===== config.mk =====
export PLATFORM = sky130hd
export DESIGN_NAME = axis_conv_input_skid_flat
export DESIGN_NICKNAME = d
export VERILOG_FILES = /design/src/rtl/axis_conv_input_skid_if.sv /design/src/rtl/axis_conv_input_skid.sv /design/src/flat_wrapper.sv
export SDC_FILE = /design/constraint.sdc
export NUM_CORES = 1
export LEC_CHECK = 0
export ABC_AREA = 1
export CAP_MARGIN = 20
export CORE_MARGIN = 2
export CORE_UTILIZATION = 35
export DETAILED_ROUTE_END_ITERATION = 10
export GPL_TIMING_DRIVEN = 0
export HOLD_SLACK_MARGIN = 0.02
export PLACE_DENSITY = 0.67
export SLEW_MARGIN = 20
export SYNTH_ARGS = -nofsm -noshare
export SYNTH_HDL_FRONTEND = slang
export SYNTH_SLANG_ARGS = --single-unit

===== constraint.sdc =====
create_clock -name aclk -period 19 [get_ports aclk]
set_input_delay 2.85 -clock aclk [delete_from_list [all_inputs] [get_ports aclk]]
set_output_delay 2.85 -clock aclk [all_outputs]
set_load 0.05 [all_outputs]

===== src/rtl/axis_conv_input_skid_if.sv =====
// rtl/axis_conv_input_skid_if.sv - conv input beat stream: pixels_1/pixels_2/weights/tuser/tlast with valid/ready
interface axis_conv_input_skid_if #(
   parameter int UNITS               = 8,
   parameter int CORES               = 4,
   parameter int WORD_WIDTH          = 8,
   parameter int KERNEL_W_MAX        = 3,
   parameter int TUSER_WIDTH_CONV_IN = 4
);
   logic                                      tvalid;
   logic                                      tready;
   logic                                      tlast;
   logic [TUSER_WIDTH_CONV_IN-1:0]            tuser;
   logic [WORD_WIDTH*UNITS-1:0]               pixels_1_tdata;
   logic [WORD_WIDTH*UNITS-1:0]               pixels_2_tdata;
   logic [WORD_WIDTH*CORES*KERNEL_W_MAX-1:0]  weights_tdata;

   modport master (
      output tvalid, tlast, tuser, pixels_1_tdata, pixels_2_tdata, weights_tdata,
      input  tready
   );

   modport slave (
      input  tvalid, tlast, tuser, pixels_1_tdata, pixels_2_tdata, weights_tdata,
      output tready
   );
endinterface


===== src/rtl/axis_conv_input_skid.sv =====
// rtl/axis_conv_input_skid.sv - registered 2-entry skid buffer in front of the conv engine
// Optional config-run check and packet statistics enabled by macro CONV_SKID_STATS_EN.
module axis_conv_input_skid #(
   parameter int UNITS               = 8,
   parameter int CORES               = 4,
   parameter int WORD_WIDTH          = 8,
   parameter int KERNEL_W_MAX        = 3,
   parameter int BEATS_CONFIG_3X3_1  = 21,
   parameter int BEATS_CONFIG_1X1_1  = 13,
   parameter int TUSER_WIDTH_CONV_IN = 4,
   parameter int I_IS_1X1            = 0,
   parameter int I_IS_CONFIG         = 1
) (
   input  logic                          aclk,
   input  logic                          aresetn,
   axis_conv_input_skid_if.slave         s_axis,
   axis_conv_input_skid_if.master        m_axis,
   output logic                          config_err,
   output logic [15:0]                   packet_count,
   output logic [15:0]                   last_packet_beats
);
   localparam int PW = 1 + TUSER_WIDTH_CONV_IN + 2*WORD_WIDTH*UNITS + WORD_WIDTH*CORES*KERNEL_W_MAX;
   localparam logic [15:0] CFG_3X3 = 16'(BEATS_CONFIG_3X3_1 + 1);
   localparam logic [15:0] CFG_1X1 = 16'(BEATS_CONFIG_1X1_1 + 1);

   typedef enum logic [1:0] {ST_EMPTY, ST_ONE, ST_FULL} state_t;

   state_t          r_state;
   state_t          w_state_nxt;
   logic [PW-1:0]   r_main;
   logic [PW-1:0]   r_skid;
   logic [PW-1:0]   w_in;
   logic            r_s_tready;
   logic            w_accept;
   logic            w_emit;
   logic            w_load_main_in;
   logic            w_load_main_skid;
   logic            w_load_skid;

   assign w_in = {s_axis.tlast, s_axis.tuser, s_axis.pixels_1_tdata,
                  s_axis.pixels_2_tdata, s_axis.weights_tdata};
   assign w_accept = s_axis.tvalid & r_s_tready;
   assign w_emit   = (r_state != ST_EMPTY) & m_axis.tready;

   always_comb begin
      w_state_nxt      = r_state;
      w_load_main_in   = 1'b0;
      w_load_main_skid = 1'b0;
      w_load_skid      = 1'b0;
      case (r_state)
         ST_EMPTY: begin
            if (w_accept) begin
               w_state_nxt    = ST_ONE;
               w_load_main_in = 1'b1;
            end
         end
         ST_ONE: begin
            if (w_accept && w_emit) begin
               w_load_main_in = 1'b1;
            end else if (w_accept) begin
               w_state_nxt = ST_FULL;
               w_load_skid = 1'b1;
            end else if (w_emit) begin
               w_state_nxt = ST_EMPTY;
            end
         end
         ST_FULL: begin
            // s_tready is low here, so only the drain of SKID into MAIN can happen
            if (w_emit) begin
               w_state_nxt      = ST_ONE;
               w_load_main_skid = 1'b1;
            end
         end
         default: w_state_nxt = ST_EMPTY;
      endcase
   end

   always_ff @(posedge aclk or negedge aresetn) begin
      if (!aresetn) begin
         r_state    <= ST_EMPTY;
         r_s_tready <= 1'b0;
         r_main     <= '0;
      end else begin
         r_state    <= w_state_nxt;
         r_s_tready <= (w_state_nxt != ST_FULL);
         if (w_load_main_in) begin
            r_main <= w_in;
         end else if (w_load_main_skid) begin
            r_main <= r_skid;
         end
      end
   end

   always_ff @(posedge aclk) begin
      if (w_load_skid) begin
         r_skid <= w_in;
      end
   end

   assign s_axis.tready = r_s_tready;
   assign m_axis.tvalid = (r_state != ST_EMPTY);
   assign {m_axis.tlast, m_axis.tuser, m_axis.pixels_1_tdata,
           m_axis.pixels_2_tdata, m_axis.weights_tdata} = r_main;

`ifdef CONV_SKID_STATS_EN
   logic        r_cfg_err;
   logic        r_in_cfg;
   logic [15:0] r_cfg_cnt;
   logic [15:0] r_cfg_exp;
   logic [15:0] r_beat_cnt;
   logic [15:0] r_pkt_cnt;
   logic [15:0] r_last_beats;
   logic        w_is_cfg;
   logic        w_is_1x1;

   assign w_is_cfg = s_axis.tuser[I_IS_CONFIG];
   assign w_is_1x1 = s_axis.tuser[I_IS_1X1];

   always_ff @(posedge aclk or negedge aresetn) begin
      if (!aresetn) begin
         r_cfg_err    <= 1'b0;
         r_in_cfg     <= 1'b0;
         r_cfg_cnt    <= '0;
         r_cfg_exp    <= '0;
         r_beat_cnt   <= '0;
         r_pkt_cnt    <= '0;
         r_last_beats <= '0;
      end else if (w_accept) begin
         // Kernel size is taken from the first beat of a config run only
         if (w_is_cfg) begin
            if (!r_in_cfg) begin
               r_cfg_cnt <= 16'd1;
               r_cfg_exp <= w_is_1x1 ? CFG_1X1 : CFG_3X3;
            end else if (r_cfg_cnt != 16'hFFFF) begin
               r_cfg_cnt <= r_cfg_cnt + 16'd1;
            end
            r_in_cfg <= 1'b1;
            if (s_axis.tlast) begin
               r_cfg_err <= 1'b1;
            end
         end else begin
            if (r_in_cfg && (r_cfg_cnt != r_cfg_exp)) begin
               r_cfg_err <= 1'b1;
            end
            r_in_cfg <= 1'b0;
         end
         if (s_axis.tlast) begin
            r_last_beats <= (r_beat_cnt == 16'hFFFF) ? 16'hFFFF : r_beat_cnt + 16'd1;
            r_pkt_cnt    <= r_pkt_cnt + 16'd1;
            r_beat_cnt   <= '0;
         end else if (r_beat_cnt != 16'hFFFF) begin
            r_beat_cnt <= r_beat_cnt + 16'd1;
         end
      end
   end

   assign config_err        = r_cfg_err;
   assign packet_count      = r_pkt_cnt;
   assign last_packet_beats = r_last_beats;
`else
   logic w_stats_unused;
   assign w_stats_unused    = &{1'b0, CFG_3X3, CFG_1X1,
                                s_axis.tuser[I_IS_CONFIG], s_axis.tuser[I_IS_1X1]};
   assign config_err        = 1'b0;
   assign packet_count      = 16'd0;
   assign last_packet_beats = 16'd0;
`endif
endmodule


===== src/flat_wrapper.sv =====
// flat-port wrapper written by rule: the top's interface ports become plain ports
module axis_conv_input_skid_flat 
#(
   parameter int UNITS               = 8,
   parameter int CORES               = 4,
   parameter int WORD_WIDTH          = 8,
   parameter int KERNEL_W_MAX        = 3,
   parameter int BEATS_CONFIG_3X3_1  = 21,
   parameter int BEATS_CONFIG_1X1_1  = 13,
   parameter int TUSER_WIDTH_CONV_IN = 4,
   parameter int I_IS_1X1            = 0,
   parameter int I_IS_CONFIG         = 1
)
  (aclk, aresetn, config_err, packet_count, last_packet_beats, s_axis_tvalid, s_axis_tlast, s_axis_tuser, s_axis_pixels_1_tdata, s_axis_pixels_2_tdata, s_axis_weights_tdata, s_axis_tready, m_axis_tvalid, m_axis_tlast, m_axis_tuser, m_axis_pixels_1_tdata, m_axis_pixels_2_tdata, m_axis_weights_tdata, m_axis_tready);
  axis_conv_input_skid_if #(.UNITS(UNITS), .CORES(CORES), .WORD_WIDTH(WORD_WIDTH), .KERNEL_W_MAX(KERNEL_W_MAX), .TUSER_WIDTH_CONV_IN(TUSER_WIDTH_CONV_IN)) s_axis_i ();
  axis_conv_input_skid_if #(.UNITS(UNITS), .CORES(CORES), .WORD_WIDTH(WORD_WIDTH), .KERNEL_W_MAX(KERNEL_W_MAX), .TUSER_WIDTH_CONV_IN(TUSER_WIDTH_CONV_IN)) m_axis_i ();
  input  logic aclk;
  input  logic aresetn;
  output logic config_err;
  output logic [15:0] packet_count;
  output logic [15:0] last_packet_beats;
  input wire logic [$bits(s_axis_i.tvalid)-1:0] s_axis_tvalid;
  input wire logic [$bits(s_axis_i.tlast)-1:0] s_axis_tlast;
  input wire logic [$bits(s_axis_i.tuser)-1:0] s_axis_tuser;
  input wire logic [$bits(s_axis_i.pixels_1_tdata)-1:0] s_axis_pixels_1_tdata;
  input wire logic [$bits(s_axis_i.pixels_2_tdata)-1:0] s_axis_pixels_2_tdata;
  input wire logic [$bits(s_axis_i.weights_tdata)-1:0] s_axis_weights_tdata;
  output wire logic [$bits(s_axis_i.tready)-1:0] s_axis_tready;
  output wire logic [$bits(m_axis_i.tvalid)-1:0] m_axis_tvalid;
  output wire logic [$bits(m_axis_i.tlast)-1:0] m_axis_tlast;
  output wire logic [$bits(m_axis_i.tuser)-1:0] m_axis_tuser;
  output wire logic [$bits(m_axis_i.pixels_1_tdata)-1:0] m_axis_pixels_1_tdata;
  output wire logic [$bits(m_axis_i.pixels_2_tdata)-1:0] m_axis_pixels_2_tdata;
  output wire logic [$bits(m_axis_i.weights_tdata)-1:0] m_axis_weights_tdata;
  input wire logic [$bits(m_axis_i.tready)-1:0] m_axis_tready;
  assign s_axis_i.tvalid = s_axis_tvalid;
  assign s_axis_i.tlast = s_axis_tlast;
  assign s_axis_i.tuser = s_axis_tuser;
  assign s_axis_i.pixels_1_tdata = s_axis_pixels_1_tdata;
  assign s_axis_i.pixels_2_tdata = s_axis_pixels_2_tdata;
  assign s_axis_i.weights_tdata = s_axis_weights_tdata;
  assign s_axis_tready = s_axis_i.tready;
  assign m_axis_tvalid = m_axis_i.tvalid;
  assign m_axis_tlast = m_axis_i.tlast;
  assign m_axis_tuser = m_axis_i.tuser;
  assign m_axis_pixels_1_tdata = m_axis_i.pixels_1_tdata;
  assign m_axis_pixels_2_tdata = m_axis_i.pixels_2_tdata;
  assign m_axis_weights_tdata = m_axis_i.weights_tdata;
  assign m_axis_i.tready = m_axis_tready;
  axis_conv_input_skid #(.UNITS(UNITS), .CORES(CORES), .WORD_WIDTH(WORD_WIDTH), .KERNEL_W_MAX(KERNEL_W_MAX), .BEATS_CONFIG_3X3_1(BEATS_CONFIG_3X3_1), .BEATS_CONFIG_1X1_1(BEATS_CONFIG_1X1_1), .TUSER_WIDTH_CONV_IN(TUSER_WIDTH_CONV_IN), .I_IS_1X1(I_IS_1X1), .I_IS_CONFIG(I_IS_CONFIG)) u_core (.aclk(aclk), .aresetn(aresetn), .s_axis(s_axis_i), .m_axis(m_axis_i), .config_err(config_err), .packet_count(packet_count), .last_packet_beats(last_packet_beats));
endmodule

# Word-level counts from Yosys, hierarchy flattened
# Index checks and enable logic that the tools add are counted.
[totals] reg_bits=461 inputBits=233 output_inout_bits=264 word_cells=28
[op_classes] n_eq_ne=3 muxes=15 n_bitwise=2 reduce_logical=4
[ops] operator="$mux W229" count=2
[ops] operator="$mux W2" count=5
[ops] operator="$mux W1" count=6
[ops] operator="$pmux W2 S3" count=1
[ops] operator="$reduce_bool A2 Y1" count=2
[ops] operator="$and A1 B1 Y1" count=2
[ops] operator="$eq A2 B1 Y1 const B" count=1
[ops] operator="$eq A2 B2 Y1 const B" count=1
[ops] operator="$logic_not A2 Y1" count=1
[ops] operator="$ne A2 B2 Y1 const B" count=1
[ops] operator="$pmux W1 S2" count=1
[ops] operator="$logic_and A1 B1 Y1" count=1

# Depth between registers and ports, before layout
[logic_depth] depth_word=7 ltp_mapped=9 mapped_depth_nobuf=6

# Worst setup path after synthesis
# No wires, ideal clock.
[synth_path] kind="input to register" from="input s_axis_tvalid" to="register u_core.r_skid[0], enable pin" setup_time_ps=825 t_arrival_ps=12915 t_required_ps=18175 path_slack_ps=5260 stages=5 n_path_buf=1 cell_sequence="nand2_1 -> nor2_4 -> buf_2 -> inv_1 -> nor2_1"
[synth_between] elab_chain_len=4 elab_cells_between_ends=5 classes_between="mux (3); bitwise (1); reduce/logical (1)"
[synth_rtl] item="from (decl)" line="flat_wrapper.sv:22" rtl="input wire logic [$bits(s_axis_i.tvalid)-1:0] s_axis_tvalid;"
[synth_rtl] item="$and A1 B1 Y1 (*)" line="axis_conv_input_skid.sv:42" rtl="assign w_accept = s_axis.tvalid & r_s_tready;"
[synth_rtl] item="$mux W1 or $logic_and A1 B1 Y1 (tied branches)" line="axis_conv_input_skid.sv:60, axis_conv_input_skid.sv:58"
[synth_rtl] item="$mux W1 (*)" line="axis_conv_input_skid.sv:58" rtl="if (w_accept && w_emit) begin"
[synth_rtl] item="$mux W1 (*)" line="axis_conv_input_skid.sv:50" rtl="case (r_state)"
[synth_rtl] item="net u_core.w_load_skid" line="axis_conv_input_skid.sv:38" rtl="logic w_load_skid;"
[synth_rtl] item="to (signal assigned)" line="axis_conv_input_skid.sv:96" rtl="r_skid <= w_in;"
[synth_rtl] item="to (decl)" line="axis_conv_input_skid.sv:31" rtl="logic [PW-1:0] r_skid;"
# Mark *: on every way through the listed nets, which the timed path passes. The rest lies on a longest branch.
# A chain may end at the register's enable or synchronous reset.

# Worst setup path after layout
[layout_path] from="input s_axis_tvalid" to="register u_core.r_skid[124], enable pin"
# The elaborated chain is that of the path after synthesis.

==> flow_metrics.env <==
export IMPL_met1_usage=0.273
export IMPL_rr_startpoint="u_core.r_state[0]$_DFF_PN0_"
export IMPL_drtPass1Iterations=5
export IMPL_fin_nets=3108
export IMPL_arrival_ns=5.72
export IMPL_holdCritPathClass="reg2reg"
export IMPL_outcome="completed"
export IMPL_fin_cells=3703
export IMPL_placed_cells=3605
export IMPL_grt_use_met2=0.347
export IMPL_ctsHoldBuffers=0
export IMPL_detailroute_via_count=18200
export IMPL_io_buffers=462
export IMPL_cp_max_fo=27
export IMPL_tightest_slew_ns=0.819
export IMPL_ys_types=17
export IMPL_leakage_nw=13.2
export IMPL_grt_max_degree=87
export IMPL_endpoint_kind="register"
export IMPL_muxShareOfSynthArea=0
export IMPL_cts_made_buffers=50
export IMPL_ant_nets=0
export IMPL_wl_per_cell_um=18.4
export IMPL_synthAdderAreaFrac=0
export IMPL_max_freq_mhz=184
export IMPL_drive_gt1_frac=0.0905
export IMPL_post_route_drc_count=0
export IMPL_use_met3=0.0577
export IMPL_ys_ff_latch=461
export IMPL_die_w_um=250
export IMPL_grt_busiest_layer="met2"
export IMPL_rows=90
export IMPL_ys_top_cells_by_area="edfxtp_1, dfrtp_1, nand2_1, nand3_1, nand4_1"
export IMPL_fin_util=0.481
export IMPL_core_area_um2=60000
export IMPL_worstPathRequired_ns=19.28
export IMPL_synth_xor_area_frac=0
export IMPL_clk_pin_slew_worst_paths_ns=0.06
export IMPL_netlist_area_um2=21100
export IMPL_r2r_cells=8
export IMPL_grt_use_total=0.213
export IMPL_viasPerCell=4.91
export IMPL_critPathLaunchType="primary input"
export IMPL_ys_warn_count=0
export IMPL_clock_path_buffers=3
export IMPL_drt_wl_total_um=68100
export IMPL_r2r_end="u_core.r_skid[124]$_DFFE_PP_"
export IMPL_gp_congestion=0.841
export IMPL_fin_crit_sh=0.286
export IMPL_gr_total_overflow=0
export IMPL_boundaryPins=497
export IMPL_synthToLayoutAreaGrowth_pct=36.6
export IMPL_fin_skew_ns=0.0256
export IMPL_antenna_found_initial=12
export IMPL_initial_core_util=0.352
export IMPL_synth_top_cell_by_area="edfxtp_1"
export IMPL_max_cap_viol_count=0
export IMPL_crit_type="in2reg"
export IMPL_worstHoldPathCells=2
export IMPL_die_h_um=250
export IMPL_drtIter0Drc=1257
export IMPL_h_tree_depth=2
export IMPL_finalCriticalPeriod_ns=5.43
export IMPL_hold_ws_ns=0.505
export IMPL_clk_root_buffer_cell="clkbuf_16"
export IMPL_slew_viol_final=0
export IMPL_syn_area_per_cell_um2=9.12
export IMPL_synth_top_family_by_area="simple AND/OR/NAND/NOR gates"
export IMPL_cts_setup_buffers=0
export IMPL_grt_pass1_vias=17500
export IMPL_power_density_nw_per_um2=167
export IMPL_dp_hpwl_um=49500
export IMPL_clk_latency_ns=0.59
export IMPL_hold_violations=0
export IMPL_cts_tree="done"
export IMPL_vdd_drop_max_v=0.000136
export IMPL_fp_dieArea_um2=62300
export IMPL_setup_viol=0
export IMPL_reg2reg_slack_ns=15.94
export IMPL_whs_endpoint="u_core.r_main[170]$_DFFE_PN0P_"
export IMPL_rsz0062_at_grt="false"
export IMPL_max_slew_margin=0.452
export IMPL_synthSimpleGateAreaFrac=0.301
export IMPL_syn_inst=2317
export IMPL_tritoncts_num_sinks=461
export IMPL_grt_pass1_wl_um=103000
export IMPL_cts_resized=0
export IMPL_seq_area_frac_synth=0.600
export IMPL_power_total_mw=4.83
export IMPL_hp_start="u_core.r_main[170]$_DFFE_PN0P_"
export IMPL_synth_top_area_frac=0.326
export IMPL_synth_compound_area_frac=0.000237
worst max-delay path by stage:
stage	slack [ns]	startpoint	end
2_1_floorplan	5.26	s_axis_tvalid	u_core.r_skid[0]$_DFFE_PP_
4_1_cts	13.60	s_axis_tvalid	u_core.r_skid[124]$_DFFE_PP_
5_1_grt	13.44	s_axis_tvalid	u_core.r_skid[122]$_DFFE_PP_
6_report	13.57	s_axis_tvalid	u_core.r_skid[124]$_DFFE_PP_
3_5_place_dp	12.97	s_axis_tvalid	u_core.r_skid[114]$_DFFE_PP_
3_3_place_gp	-0.33	s_axis_tvalid	u_core.r_skid[114]$_DFFE_PP_
synthesized netlist by cell type (all sizes together):
| cell | number |
|---|---|
| buf | 177 |
| clkbuf | 58 |
| conb | 1 |
| dfrtp | 232 |
| edfxtp | 229 |
| inv | 234 |
| nand2 | 693 |
| nand3 | 459 |
| nand4 | 230 |
| nor2 | 3 |
| o21ai | 1 |
layout by cell type (no fill, tap or decap):
cell type,synthesis,routed
nand2_1,691,691
nor2_1,2,1
clkinv_1,0,1
conb_1,1,33
nand3_1,459,459
inv_2,3,3
inv_1,231,231
clkinv_8,0,1
nand4_1,230,230
diode_2,0,5
nand2_4,1,1
buf_4,38,38
clkdlybuf4s50_1,0,461
inv_6,0,1
clkinvlp_4,0,1
edfxtp_1,229,229
buf_8,0,1
buf_2,128,128
clkbuf_8,0,5
dfrtp_1,232,232
nand2_2,1,1
o21ai_0,1,1
buf_1,11,11
clkbuf_1,58,72
bufinv_16,0,6
clkbuf_16,0,50
buf_16,0,7
clkinv_4,0,2
nor2_4,1,2
inv_16,0,1
buf_12,0,5
clkinv_2,0,11
layer usage:
layer,vias to the layer above,wire length (um)
met4,16,2300
met5,-,103
met1,8568,28200
li1,8840,-
met3,138,5260
met2,632,32200
cell type report:
| class | instances | area [um^2] |
|---|---|---|
| buffer | 235 | 1180 |
| inverter | 234 | 878 |
| timing repair buffer | 474 | 4920 |
| clock inverter | 24 | 309 |
| antenna | 5 | 12.5 |
| clock buffer | 69 | 1370 |
| sequential | 461 | 12700 |
| fill | 5578 | 31200 |
| multi-input combinational | 1419 | 6500 |
| tap | 782 | 978 |
report_power, final:
group	switching [mW]	leakage, nW	internal (mW)	total (mW)
sequential	0.164	4.76	1.34	1.51
clock	0.412	0.828	0.590	1.00
combinational	1.62	7.66	0.703	2.32
total	2.19	13.2	2.64	4.83
flip-flops by register name (all words and copies together) (netlist names):
name,count
u_core.r_main,229
u_core.r_state,2
u_core.s_axis.tready,1
u_core.r_skid,229
worst max-delay path, cell delays in order:
cell and delay, ns:
clkdlybuf4s50_1 0.51, nand2_1 0.13, nor2_4 0.21, buf_2 0.25, inv_1 0.11, nor2_4 0.56
buf_16 0.25, buf_12 0.21, buf_16 0.18, buf_16 0.18, buf_12 0.21
kinds of logic (layout without fill, tap and decap cells):
family                 Yosys count  in the layout
flip-flops                     461            461
AND/OR/NAND/NOR               1385           1385
AO/OA/AOI/OAI                    1              1
buffers and inverters          469           1036
other                            1             38
through the flow:
step / worst slack, ns / instance area, um^2 / TNS, ns
finish: 13.57 / 28800 / 0
global route: 13.44 / 28800 / 0
CTS: 13.60 / 28800 / 0
detailed placement: 12.97 / 27100 / 0
global placement: -0.331 / 26800 / -65.40
floorplan: 5.26 / 21200 / 0
Power figures use the tool's default switching activity.
==> patch 1 (same flow settings) <==
Re-encode `state_t` (3 states) as one-hot, 3 bits wide.
--- a/src/rtl/axis_conv_input_skid.sv
+++ b/src/rtl/axis_conv_input_skid.sv
@@ -24,5 +24,5 @@
    localparam logic [15:0] CFG_1X1 = 16'(BEATS_CONFIG_1X1_1 + 1);
 
-   typedef enum logic [1:0] {ST_EMPTY, ST_ONE, ST_FULL} state_t;
+   typedef enum logic [2:0] {ST_EMPTY = 3'b001, ST_ONE = 3'b010, ST_FULL = 3'b100} state_t;
 
    state_t          r_state;
Behaviour: no difference found for any inputs over 4 cycles, from zero or initial values and one cycle with aresetn low; so few cycles prove little.
==> patch 1 against the unedited design <==
  * Design area is 11% lower
  * Highest routed layer unchanged
  * Critical path depth fell by 8
  * Synthesized area is 15% lower
  * Worst setup slack better by 0.40 ns
  * Global-route usage rose by 0.41 points
  * Wire length shrank 14%
  * Power decreased by 5.9%
  * Sequential cell count increased by 1
  * Worst hold slack got worse by 0.053 ns
  * Register-to-register slack improved by 0.48 ns
  * Non-clock buffer count is 75 lower
==> patch 1: results (changes against the unedited design) <==
Pwr
  – Peak VDD IR: 97.0 uV (was 136 uV)
  – Leak: 0.0103 uW (was 0.0132 uW)

Placed design
  – Cell count after placement: 2755 (was 3605)
  – # port buffers: 463 (was 462)
  – RD Place Congestion: 0.837 (was 0.841)

Min path
  – Hold Path End: u_core.r_main[162] (was u_core.r_main[170])
  – Hold Startpoint: u_core.r_skid[162] (was u_core.r_main[170])

Timing
  – Clock Skews: 0.0268 ns (was 0.0256 ns)
  – Relative slew slack: 42.2% (was 45.2%)

Worst setup path
  – R2R Path Start: u_core.r_state[0] (unchanged)
  – Flop-to-flop setup slack: 16.42 ns (was 15.94 ns)
  – CP max FO: 5 (was 27)
  – CP Data Arrival Time: 2.18 ns (was 5.72 ns)
  – R2r endpoint: u_core.r_skid[153] (was u_core.r_skid[124])

Drt
  – Iteration-0 DRC count of the detailed router: 1161 (was 1257)
  – Via density: 5.09 (was 4.91)

Layout
  – Leading registers by flop count: u_core.r_main (229), u_core.r_skid (229), u_core.r_state (3) (was u_core.r_main (229), u_core.r_skid (229), u_core.r_state (2))
  – Fin cells: 2858 (was 3703)
  – Share of layout cells above drive strength 1: 10.2% (was 9.05%)
  – Final nets: 2359 (was 3108)

Synthesis
  – Asr flop ratio synth: 50.4% (was 50.3%)
  – Register area share after synthesis: 70.5% (was 60.0%)
  – Most frequent cells after synthesis: 465 x nand2_1, 234 x nand3_1, 232 x dfrtp_1 (was 691 x nand2_1, 459 x nand3_1, 232 x dfrtp_1)
  – Post-Syn Area per Cell: 11.5 um2 (was 9.12 um2)
  – Post-synth cell types: 19 (was 17)
  – Area fraction in compound gates after synthesis: 0.104% (was 0.0237%)

Global routing
  – Gr usage total: 21.7% (was 21.3%)
  – First-pass GRT wire length: 89000 um (was 103000 um)
  – Initial antenna violation count: 15 (was 12)
  – Vias in the first global route: 14800 (was 17500)
  – Pin count of the biggest net entering global routing: 89 (was 87)

Status
  – Status: complete, no violations (unchanged)
==> patch 1: cell families after synthesis <==
kind of cell,Yosys count
compound gates,3
flops,462
other cells,1
buf+inv,165
simple gates,936
==> patch 1: power by group <==
part,switching [uW],internal [uW]
clock network,399,575
logic,1400,665
registers,157,1340
==> patch 1: how the worst max path moves through the flow <==
stage                 startpoint                  to  slack (ns)
5_1_grt        u_core.r_state[2]       m_axis_tvalid       13.89
3_3_place_gp       s_axis_tvalid  u_core.r_skid[158]       -0.75
3_5_place_dp       s_axis_tvalid  u_core.r_skid[145]       13.69
6_report       u_core.r_state[2]       m_axis_tvalid       13.97
4_1_cts        u_core.r_state[2]       m_axis_tvalid       13.93
2_1_floorplan      s_axis_tvalid    u_core.r_skid[0]        5.56
==> patch 1: per-stage QoR <==
step	setup WS (ns)	hold WS, ns	instance area, um2	setup TNS (ns)	power [uW]
after floorplan	5.56	0.442	18100	0	2800
after global placement	-0.750	0.444	23600	-162.75	3570
after detailed placement	13.69	0.448	24000	0	3590
after CTS	13.93	0.460	25600	0	4580
after global routing	13.89	0.484	25600	0	4750
final	13.97	0.452	25600	0	4540
==> patch 1: per-layer routing <==
metal / global-route usage, % / vias to the layer above / part of all wire, %
met1: 27.4 / 7214 / 40
li1: - / 6674 / -
met4: 7.86 / 6 / 2.9
met3: 6.32 / 109 / 7.9
met5: 0 / - / 0.073
met2: 35.4 / 553 / 49
==> patch 1: final cells by class <==
class                      count  area, um2
tap                          680        851
clock inverter                19        204
sequential                   462      12700
buffer                       158        877
antenna                       12       30.0
timing repair buffer         476       4970
clock buffer                  72       1430
fill                        4545      25500
inverter                       7       26.3
multi-input combinational    972       4540
==> patch 1: critical path: stages, from the launching register on <==
cell	delay, ns
dfrtp_1	0.42
inv_1	0.09
nand3_1	0.17
clkdlybuf4s50_1	0.92
==> patch 2 (same flow settings) <==
Made on the original files. Build with the macro `CONV_SKID_STATS_EN` defined.
--- a/src/rtl/axis_conv_input_skid.sv
+++ b/src/rtl/axis_conv_input_skid.sv
@@ -1,4 +1,6 @@
 // rtl/axis_conv_input_skid.sv - registered 2-entry skid buffer in front of the conv engine
 // Optional config-run check and packet statistics enabled by macro CONV_SKID_STATS_EN.
+`define CONV_SKID_STATS_EN
+
 module axis_conv_input_skid #(
    parameter int UNITS               = 8,
Behaviour: not the same (Yosys sat finds a counterexample within 4 cycles, from zero or initial values and one cycle with aresetn low).
==> patch 2 against the unedited design <==
  * Worst setup slack better by 0.53 ns
  * Sequential share of layout area up 4.8 points
  * Sequential cell count up 69
  * Wire length down 0.44%
  * Synthesized area up 1.1%
  * Register-to-register slack better by 0.54 ns
  * Largest power group unchanged
  * Power down 2.0%
  * Design area up 2.4%
==> patch 2: results (changes against the unedited design) <==
Worst setup path
  – Critical path startpoint: u_core.r_state[0] (was s_axis_tvalid)
  – R2R Path Start: u_core.s_axis.tready (was u_core.r_state[0])
  – Slowest stage delay, CP: 0.74 ns (was 0.56 ns)
  – CP max FO: 4 (was 27)
  – CP Data Arrival Time: 2.05 ns (was 5.72 ns)
  – CP max stage cell: clkdlybuf4s50_1 (was nor2_4)

Global routing
  – Met2 global-route usage: 35.2% (was 34.7%)
  – Vias in the first global route: 18000 (was 17500)
  – Met1 Usage GRT: 25.8% (was 27.3%)
  – Pin count of the biggest net entering global routing: 91 (was 87)
  – Gr usage total: 21.3% (about the same)
  – First-pass GRT wire length: 105000 um (was 103000 um)
  – Initial antenna violation count: 11 (was 12)
  – Met3 usage: 7.60% (was 5.77%)

Drt
  – Metal-1 WL: 26400 um (was 28200 um)
  – Met2 WL post-DR: 32600 um (was 32200 um)
  – Iteration-0 DRC count of the detailed router: 1133 (was 1257)
  – Routed len/inst: 19.9 um (was 18.4 um)
  – Met3 WL: 6530 um (was 5260 um)

Placed design
  – RD Place Congestion: 0.853 (was 0.841)
  – # port buffers: 495 (was 462)

Synthesis
  – Asr flop ratio synth: 56.8% (was 50.3%)
  – Register area share after synthesis: 67.5% (was 60.0%)
  – Area contributors post-synth: dfrtp_1 35%, edfxtp_1 32%, nand3_1 17%, nand2_1 6.6%, buf_2 1.2% (was edfxtp_1 33%, dfrtp_1 27%, nand2_1 12%, nand3_1 11%, nand4_1 6.8%)
  – Post-synth cell types: 34 (was 17)

Timing
  – Clock Skews: 0.0148 ns (was 0.0256 ns)

Layout
  – Leading registers by flop count: u_core.r_main (229), u_core.r_skid (229) (was u_core.r_main (229), u_core.r_skid (229), u_core.r_state (2))
  – Final nets: 2796 (was 3108)

Pwr
  – Peak VDD IR: 111 uV (was 136 uV)
  – Pwr/cell area: 160 nW/um2 (was 167 nW/um2)
  – Seq power: 1660 uW (was 1510 uW)
  – Leak: 0.0119 uW (was 0.0132 uW)
  – Switching fraction of total power: 41.9% (was 45.4%)
  – Clk. pwr: 1110 uW (was 1000 uW)

CTS
  – Latest clock arrival within the worst-skew pair: 0.61 ns (was 0.59 ns)

Status
  – Status: complete, no violations (unchanged)
-- patch 2: final timing paths --
check,slack (ns),endpoint
worst max-delay path,14.10,m_axis_tvalid
worst min-delay path,0.46,u_core.r_cfg_exp[2]
worst min register to register,0.46,u_core.r_cfg_exp[2]
worst max register to register,16.48,u_core.r_skid[119]
max in group asynchronous,15.48,u_core.r_main[138]
min in group asynchronous,2.23,u_core.last_packet_beats[2]
-- patch 2: logic make-up (layout without fill, tap and decap cells) --
family,after synthesis,after routing,synth area share [%]
buffers and inverters,195,819,4.06
XOR/XNOR,28,28,1.15
AND/OR/NAND/NOR,1173,1173,25.3
other,0,7,0
flip-flops,530,530,67.5
AO/OA/AOI/OAI,55,55,1.83
adder cells (fa/ha/maj),3,3,0.176
-- patch 2: critical path, delay by kind of cell (launching register included) --
kind	cells	cell delay [ns]
DFF	1	0.41
and+or+nand+nor	1	0.30
buffers and inverters	1	0.74
-- patch 2: metrics by stage --
step / setup slack (ns) / hold slack [ns] / instance area [um2] / cells
2_1_floorplan: 6.41 / 0.430 / 21400 / 1984
3_3_place_gp: 0.917 / 0.455 / 27300 / 3261
3_5_place_dp: 13.52 / 0.454 / 27600 / 3282
4_1_cts: 14.06 / 0.468 / 29500 / 3390
5_1_grt: 14.03 / 0.490 / 29500 / 3395
6_report: 14.10 / 0.465 / 29500 / 3397
-- patch 2: final cells by class --
| type | count | area, um2 |
|---|---|---|
| Buffer | 134 | 638 |
| Timing Repair Buffer | 516 | 5300 |
| Tap cell | 782 | 978 |
| Multi-Input combinational cell | 1259 | 6090 |
| Inverter | 61 | 229 |
| Antenna cell | 7 | 17.5 |
| Clock inverter | 17 | 168 |
| Sequential cell | 530 | 14400 |
| Fill cell | 5394 | 30800 |
| Clock buffer | 91 | 1710 |
